### src/rtl/host_arbiter.sv
// host_arbiter: two-requester, round-robin arbiter onto a single host bus.
// One access is in flight at a time. The winner's request is latched, driven
// on the host bus until host_ack or a TIMEOUT-cycle wait expires, then a
// one-cycle ack (with read data and error flag) goes back to that requester.
//
// Ports
//   clk, rst                  rising-edge clock, synchronous active-high reset
//   mN_req/wr/addr/wdata      access request from requester N (N = 0, 1)
//   mN_ack/rdata/err          one-cycle completion pulse with its read data and timeout flag
//   host_req/wr/addr/wdata    shared host bus command, driven only while in ISSUE
//   host_ack, host_rdata      host bus response, sampled only while in ISSUE
//   busy                      high whenever the arbiter is not IDLE
//
// state | meaning
// IDLE  | waiting for a request; arbitrates and latches the winner
// ISSUE | host_req held high; waits for host_ack or the timeout
// RESP  | one-cycle ack to the granted requester

module host_arbiter #(
    parameter int ADDR_W  = 16,
    parameter int DATA_W  = 32,
    parameter int TIMEOUT = 255
) (
    input  logic              clk,
    input  logic              rst,
    input  logic              m0_req,
    input  logic              m0_wr,
    input  logic [ADDR_W-1:0] m0_addr,
    input  logic [DATA_W-1:0] m0_wdata,
    output logic              m0_ack,
    output logic [DATA_W-1:0] m0_rdata,
    output logic              m0_err,
    input  logic              m1_req,
    input  logic              m1_wr,
    input  logic [ADDR_W-1:0] m1_addr,
    input  logic [DATA_W-1:0] m1_wdata,
    output logic              m1_ack,
    output logic [DATA_W-1:0] m1_rdata,
    output logic              m1_err,
    output logic              host_req,
    output logic              host_wr,
    output logic [ADDR_W-1:0] host_addr,
    output logic [DATA_W-1:0] host_wdata,
    input  logic              host_ack,
    input  logic [DATA_W-1:0] host_rdata,
    output logic              busy
);

    // Wait counter is at least 8 bits, wider only if TIMEOUT needs it.
    localparam int CNT_W = ($clog2(TIMEOUT + 1) > 8) ? $clog2(TIMEOUT + 1) : 8;
    localparam logic [CNT_W-1:0] CNT_LAST = CNT_W'(TIMEOUT - 1);

    localparam logic [1:0] ST_IDLE  = 2'd0;
    localparam logic [1:0] ST_ISSUE = 2'd1;
    localparam logic [1:0] ST_RESP  = 2'd2;

    logic [1:0]        state_q, state_d;
    logic              last_q,  last_d;
    logic              gnt_q,   gnt_d;
    logic              wr_q,    wr_d;
    logic [ADDR_W-1:0] addr_q,  addr_d;
    logic [DATA_W-1:0] wdata_q, wdata_d;
    logic [DATA_W-1:0] rdata_q, rdata_d;
    logic              err_q,   err_d;
    logic [CNT_W-1:0]  cnt_q,   cnt_d;

    always_comb begin
        state_d = state_q;
        last_d  = last_q;
        gnt_d   = gnt_q;
        wr_d    = wr_q;
        addr_d  = addr_q;
        wdata_d = wdata_q;
        rdata_d = rdata_q;
        err_d   = err_q;
        cnt_d   = cnt_q;

        case (state_q)
            ST_IDLE: begin
                if (m0_req || m1_req) begin
                    // On a tie the requester not granted last wins; otherwise
                    // the lone requester wins (m1_req alone selects 1).
                    gnt_d   = (m0_req && m1_req) ? ~last_q : m1_req;
                    last_d  = gnt_d;
                    wr_d    = gnt_d ? m1_wr    : m0_wr;
                    addr_d  = gnt_d ? m1_addr  : m0_addr;
                    wdata_d = gnt_d ? m1_wdata : m0_wdata;
                    cnt_d   = '0;
                    state_d = ST_ISSUE;
                end
            end
            ST_ISSUE: begin
                // host_ack is checked first so it wins over a same-cycle timeout.
                if (host_ack) begin
                    rdata_d = wr_q ? '0 : host_rdata;
                    err_d   = 1'b0;
                    state_d = ST_RESP;
                end else if (cnt_q == CNT_LAST) begin
                    rdata_d = '0;
                    err_d   = 1'b1;
                    state_d = ST_RESP;
                end else begin
                    cnt_d = cnt_q + CNT_W'(1);
                end
            end
            ST_RESP: begin
                state_d = ST_IDLE;
            end
            default: begin
                state_d = ST_IDLE;
            end
        endcase
    end

    always_ff @(posedge clk) begin
        if (rst) begin
            state_q <= ST_IDLE;
            last_q  <= 1'b1;
            gnt_q   <= 1'b0;
            wr_q    <= 1'b0;
            addr_q  <= '0;
            wdata_q <= '0;
            rdata_q <= '0;
            err_q   <= 1'b0;
            cnt_q   <= '0;
        end else begin
            state_q <= state_d;
            last_q  <= last_d;
            gnt_q   <= gnt_d;
            wr_q    <= wr_d;
            addr_q  <= addr_d;
            wdata_q <= wdata_d;
            rdata_q <= rdata_d;
            err_q   <= err_d;
            cnt_q   <= cnt_d;
        end
    end

    // The host bus is only driven during ISSUE so it reads as all-zero otherwise.
    assign host_req   = (state_q == ST_ISSUE);
    assign host_wr    = host_req & wr_q;
    assign host_addr  = host_req ? addr_q  : '0;
    assign host_wdata = host_req ? wdata_q : '0;

    assign m0_ack   = (state_q == ST_RESP) && !gnt_q;
    assign m1_ack   = (state_q == ST_RESP) &&  gnt_q;
    assign m0_rdata = m0_ack ? rdata_q : '0;
    assign m1_rdata = m1_ack ? rdata_q : '0;
    assign m0_err   = m0_ack & err_q;
    assign m1_err   = m1_ack & err_q;

    assign busy = (state_q != ST_IDLE);

endmodule
### config.mk
export PLATFORM = sky130hd
export DESIGN_NAME = host_arbiter
export DESIGN_NICKNAME = d
export VERILOG_FILES = /design/src/rtl/host_arbiter.sv
export SDC_FILE = /design/constraint.sdc
export NUM_CORES = 1
export LEC_CHECK = 0
export CORE_AREA = 2 2 100 102
export CTS_BUF_LIST = sky130_fd_sc_hd__clkbuf_8
export DETAILED_ROUTE_END_ITERATION = 10
export DIE_AREA = 0 0 102 104
export DONT_BUFFER_PORTS = 1
export SYNTH_ARGS = -nofsm -noshare
export SYNTH_HDL_FRONTEND = slang
export SYNTH_SLANG_ARGS = --single-unit
### constraint.sdc
create_clock -name clk -period 2.1 [get_ports clk]
set_input_delay 0.21 -clock clk [delete_from_list [all_inputs] [get_ports clk]]
set_output_delay 0.21 -clock clk [all_outputs]
set_load 0.005 [all_outputs]
==> summary.txt, run 1 <==
Status
  • Status: complete, no violations

Logic synthesis
  • #FFs+latches synth: 94
  • Share of synthesized registers carrying an async set or reset: 0
  • Most common cell in the netlist: and2_1
  • Top post-synthesis cells by area: dfxtp_1, and2_1, mux2i_1
  • Syn_nets: 703
  • Synth top cells by count: and2_1, dfxtp_1, nor2_1, a211oi_1, mux2i_1
  • Synth area leader: dfxtp_1
  • Yosys top cell area share: 0.398
  • Syn Inst Count: 566
  • Post-synthesis average cell area: 8.36 µm²
  • Sequential share of the synthesized area: 0.398
  • Ys flop type: dfxtp_1
  • Netlist cell types: 37
  • Post-Synthesis Cell Area: about 4700 µm²
  • Post-synth EDFFs: 0
  • Warnings, synthesis: 0

GRT
  • GRT Total Usage: 0.212
  • GR Overflow Total: 0
  • Vias in the first global route: 3732
  • M1 GR Usage: 0.256
  • Initial antenna violation count: 0
  • GRT met3 Usage: 0.0511
  • Global route hottest layer: met2
  • Largest net degree at the start of global routing: around 100
  • Met2 Track Usage GR: 0.375
  • First-pass GRT wire length: about 18000 µm

Pwr
  • Peak VDD IR: ~0.00044 V
  • P per Cell Area: approximately 730 nW/µm²
  • Sw Share: 0.280
  • NetSw: ~1.1 mW
  • Reg power frac: 0.510
  • Combinational share of power: 0.163
  • Int Pwr: ~2.8 mW
  • Leak: 2.03 nW
  • Clock power share: 0.327
  • Total power: 3.93 mW

STA
  • Final worst path period share: 0.850
  • Endpoints failing setup: 0
  • Setup_tns: 0 ns
  • Period minus WS final: 1.79 ns
  • Fin. Hold Viols: 0
  • Slew at the pin closest to its max-slew limit: 0.407 ns
  • Final Max Tran Viols: 0
  • Fmax: roughly 0.56 GHz
  • Rel. slew slack: 0.729
  • Final Skew: approximately 0.018 ns
  • Unrepaired setup endpoints after global routing: false

Floorplan
  • Initial Utilization: 0.496
  • Core area: ~9500 µm²
  • Full die area: 10600 µm²
  • Placement Rows: 36
  • Boundary Pins: 254
  • DIE HEIGHT: around 100 µm
  • Die W: 102 µm

Setup path
  • Crit path max fanout: 32
  • Critical path capture point type: output port
  • Crit path required time: 1.89 ns
  • Critical path launch point type: flip-flop
  • Worst Path Arrival: between 1.5 and 2 ns
  • CP Class: flip-flop to output port

Route
  • Post-route ant nets: 0
  • Routed vias/inst: 5.44
  • Pre-antenna DRT Iters: 4
  • Drt total wl: 11700 µm
  • Starting DRC count in detailed routing: 117
  • Number of remaining DRC errors: 0
  • Vias: between 3000 and 4000
  • WL per Instance: between 15 and 20 µm

Cells and area
  • Final Cell Area: ~5400 µm²
  • Area growth syn-to-layout: 14.4%
  • Fill cell count: 887
  • Final layout net count: between 700 and 800
  • Ant. Diodes: 0
  • Multi-input logic area: 2650 µm²
  • Sequential Area: about 1900 µm²
  • Share of layout cells above drive strength 1: 0.0672
  • Core Util, Final: 0.567

Clocking
  • Clock Tree Buf Depth: 2
  • Worst skew pair latency: about 0.36 ns
  • Resized cells post-CTS: 0
  • Hold-fix buffer count after cts: 35
  • CTS tree: built
  • Post-CTS setup buffer count: 0
  • Worst-path clk slew: approximately 0.10 ns
  • Clk sinks: between 90 and 100
  • CTS buffer count: 9
  • H-tree depth: 3
  • CTS root buf: clkbuf_8

Min path
  • HP Class: primary input to flip-flop

Placed design
  • DP Wirelength: just under 8000 µm
  • PortBufs: 0
  • Final Wtd Congestion: between 0.8 and 0.9
  • Area after DPL: roughly 4800 µm²

Run
  • Max cap viols: 0
-- metal layers --
metal | share of wire | routed length (µm)
met1 | 0.42 | 4910
met2 | 0.51 | 5930
met3 | 0.067 | 786
met4 | 0.0083 | 97
met5 | 0 | 0
-- final timing paths --
kind / cells past startpoint / from / end / slack [ns]
max: 4 / state_q[1] / host_addr[12] / 0.31
min: 2 / m0_addr[9] / addr_q[9] / 0.07
max reg2reg: 4 / state_q[1] / cnt_q[7] / 0.37
min reg2reg: 2 / rdata_q[13] / rdata_q[13] / 0.48
-- power by group through the flow --
stage | Combinational [mW] | Sequential (mW) | Clock, mW
floorplan | 0.491 | 2.01 | 0
global placement | 0.553 | 2.04 | 0
detailed placement | 0.564 | 2.04 | 0
CTS | 0.652 | 2.00 | 1.33
global route | 0.725 | 2.02 | 1.41
finish | 0.643 | 2.00 | 1.29
-- logic make-up after synthesis --
kind of cell | Yosys count | share of synthesized area
and+or+nand+nor | 233 | 0.262
AOI/OAI and AO/OA | 133 | 0.177
DFF | 94 | 0.398
buffers and inverters | 52 | 0.0492
muxes | 49 | 0.104
xor gates and xnor gates | 3 | 0.00555
adders and majority gates | 2 | 0.00529
-- stage by stage --
step / hold WS (ns) / cells / worst slack [ns]
floorplan: 0.307 / 566 / 0.465
global placement: 0.291 / 662 / 0.407
detailed placement: 0.292 / 662 / 0.404
CTS: 0.0592 / 713 / 0.284
global route: 0.0687 / 713 / 0.143
finish: 0.0741 / 713 / 0.315
-- area by class of cell --
cell class                 instances  share of cell area
tap                              133              0.0308
clock buffer                      11              0.0280
timing repair buffer              47              0.0892
sequential                        94               0.348
clock inverter                     5              0.0123
inverter                           3             0.00208
multi-input combinational        420               0.490
-- worst max-delay path, cell delays in order, from the launching register on --
cell	delay (ns)
dfxtp_1	0.41
nand2b_1	0.24
clkinv_1	0.11
buf_4	0.23
and2_1	0.23
-- flip-flops by register name, summed over array words and instances, names as in the netlist --
| name | cells |
|---|---|
| cnt_q | 8 |
| err_q | 1 |
| wdata_q | 32 |
| wr_q | 1 |
| gnt_q | 1 |
| rdata_q | 32 |
| state_q | 2 |
| addr_q | 16 |
| last_q | 1 |
-- cell usage in the layout, fill, tap and decap left out, drive strengths merged, types with 2 or more instances in the layout --
master       instances
and3                 3
a211oi              52
nor3b                3
xor2                 3
o21ai               33
o211ai               3
ha                   2
inv                  3
dlygate4sd3         34
clkbuf              11
nand3               10
nand2               38
nor2                52
mux2i               49
or2                  3
and2               115
clkinv               3
nor3                 4
a31oi                2
buf                 13
dfxtp               94
a21oi               38
Note: power is estimated with default switching activity, not from simulation.
==> inputs of run 2 (changes only) <==
CORE_AREA = 2 2 98 100   (was 2 2 100 102)
DIE_AREA = 0 0 100 102   (was 0 0 102 104)
PLACE_DENSITY = 0.7   (was default)
clock period = 1.43 ns   (was 2.1 ns; I/O delays follow)
==> run 2 against run 1 <==
  * The run now ends with negative hold slack, negative setup slack left
  * Wire length grew 24%
  * Clock power rose by 49%
  * Worst setup slack worse by 0.47 ns
  * First-iteration DRC count up 0.85%
  * Clock skew shrank 0.0049 ns
  * Global-route usage up 2.3 points
  * Critical path type is now flip-flop to flip-flop
  * Highest routed layer unchanged
==> summary.txt, run 2 (synthesized netlist as in run 1, its figures left out) <==
Pwr
  • Total power: 6.38 mW (+62%)
  • Peak VDD IR: 0.000596 V (+37%)
  • P per Cell Area: 980 nW/µm² (+35%)
  • Leak: 2.62 nW (+29%)

Setup path
  • Slowest stage delay, CP: 0.49 ns (+0.08 ns)
  • Critical path launch point type: flip-flop
  • Worst Path Arrival: 1.83 ns (+0.25 ns)
  • Highest-delay cell along the critical path: dfxtp_1
  • CP Class: flip-flop to flip-flop
  • Critical path capture point type: flip-flop
  • Crit path max fanout: 8 (-75%)
  • Crit path required time: 1.67 ns (-0.22 ns)
  • CP Cell Sequence: and3_4 -> a21oi_4 -> buf_12 -> buf_6 -> o21ai_0 -> a21oi_1

STA
  • Final worst slack: -0.156 ns (-0.471 ns)
  • Fin. Hold Viols: 91 (+91)
  • Final worst path period share: 1.11
  • Period minus WS final: around 1.6 ns
  • Hold WS: -0.154 ns (-0.228 ns)
  • Rel. slew slack: 0.761 (+0.0317)
  • Slew at the pin closest to its max-slew limit: 0.359 ns (-0.0476 ns)
  • Final Max Tran Viols: 0 (unchanged)
  • Endpoints failing setup: 178 (+178)
  • Final Skew: 0.0130 ns (-0.00493 ns)
  • Unrepaired setup endpoints after global routing: true
  • Fmax: between 0.6 and 0.7 GHz
  • Setup_tns: -16.51 ns (-16.51 ns)

GRT
  • GRT Total Usage: 0.235 (+0.0228)
  • First-pass GRT wire length: 18900 µm (+3.8%)
  • Initial antenna violation count: 0 (unchanged)
  • GR Overflow Total: 0 (unchanged)
  • Largest net degree at the start of global routing: 94 (-8.7%)
  • Vias in the first global route: 3701 (-0.83%)

Clocking
  • Clock Tree Buf Depth: 2 (unchanged)
  • Hold-fix buffer count after cts: 3 (-91%)
  • CTS buffer count: 9 (unchanged)
  • CTS tree: built
  • Clk sinks: 94 (unchanged)
  • Worst skew pair latency: 0.36 ns (about the same)
  • Worst-path clk slew: 0.09 ns (about the same)
  • CTS root buf: clkbuf_8
  • H-tree depth: 3 (unchanged)

Floorplan
  • Initial Utilization: 0.520 (+0.0240)
  • Placement Rows: 35 (-2.8%)
  • Die W: 100 µm (-2.0%)
  • Core area: 9110 µm² (-4.6%)
  • Full die area: 10200 µm² (-3.8%)
  • DIE HEIGHT: 102 µm (-1.9%)
  • Boundary Pins: 254 (unchanged)

Route
  • Drt total wl: 14500 µm (+24%)
  • Post-route ant nets: 0 (unchanged)
  • Pre-antenna DRT Iters: 4 (unchanged)
  • Starting DRC count in detailed routing: 118 (+0.85%)
  • Vias: 4223 (+8.8%)
  • Number of remaining DRC errors: 0 (unchanged)
  • WL per Instance: 20.5 µm (+24%)
  • Routed vias/inst: 5.95 (+9.3%)

Placed design
  • Final Wtd Congestion: 0.833 (+3.1%)
  • PortBufs: 0 (unchanged)
  • DP Wirelength: 8140 µm (+2.7%)

Cells and area
  • Area growth syn-to-layout: 37.6%
  • Largest regs: rdata_q: 32 flops, wdata_q: 32 flops, addr_q: 16 flops
  • Ant. Diodes: 0 (unchanged)
  • Most frequent cells in the layout: dfxtp_1, and2_1, and2_4
  • Share of layout cells above drive strength 1: 0.384 (+0.317)
  • Most common cell after layout, fill and taps aside: dfxtp_1
  • Core Util, Final: 0.715 (+0.148)
  • Final layout net count: 731 (+2.7%)

Min path
  • HP Class: primary input to flip-flop

Run
  • Max cap viols: 0 (unchanged)

Status
  • Failing checks: negative hold slack, negative setup slack
  • Status: finished with violations
run 2: cell count changes in the layout (fill, tap and decap cells not counted), moves of 12 or more:
cell           delta
a21oi_2          +25
o21ai_0          -16
buf_4            +13
buf_6            +12
a21oi_1          -27
and2_1           -53
dlygate4sd3_1    -31
nand2_4          +25
nand2_1          -28
and2_4           +53
run 2: through the flow:
stage | area [µm²] | cells | worst slack, ns
finish | 6510 | 710 | -0.156
global route | 6510 | 710 | -0.253
CTS | 5670 | 687 | -0.159
detailed placement | 5020 | 658 | -0.0978
global placement | 5020 | 658 | -0.0260
floorplan | 4760 | 566 | -0.0140
run 2: final timing paths:
check,startpoint,depth (start not counted),slack (ns),end
max,cnt_q[7],6,-0.16,rdata_q[10]
max reg2reg,cnt_q[7],6,-0.16,rdata_q[10]
min,rst,1,-0.15,cnt_q[1]
min reg2reg,rdata_q[29],2,0.49,rdata_q[29]
run 2: power by group:
group / internal (mW) / switching, mW
clock: 0.977 / 0.945
combinational: 0.782 / 0.720
sequential: 2.83 / 0.129
run 2: area by class of cell:
class	instances	area (µm²)
Multi-Input combinational cell	420	3270
Fill cell	684	2600
Sequential cell	94	1890
Timing Repair Buffer	65	963
Tap cell	111	139
Clock buffer	9	124
Clock inverter	7	88.8
Inverter	3	23.8
Timing Repair inverter	1	11.3
run 2: repair_timing:
action                                  CTS  global route
endpoints found under the hold margin    93            91
endpoints found under the setup margin  170           204
gates cloned                              5            12
pin swaps                                 6            97
resized for setup                        77           140
buffers inserted                          5            11
run 2: worst max-delay path: cells and delay by family, from the launching register on:
| kind | cells | cell delay, ns |
|---|---|---|
| compound gates | 3 | 0.41 |
| buf+inv | 2 | 0.28 |
| flops | 1 | 0.49 |
| simple gates | 1 | 0.29 |
run 2: per-layer routing:
| layer | global-route usage | share of wire | vias to the layer above |
|---|---|---|---|
| li1 | - | - | 2011 |
| met1 | 0.285 | 0.39 | 1986 |
| met2 | 0.418 | 0.53 | 204 |
| met3 | 0.0458 | 0.068 | 22 |
| met4 | 0.0811 | 0.017 | 0 |
| met5 | 0 | 0 | - |
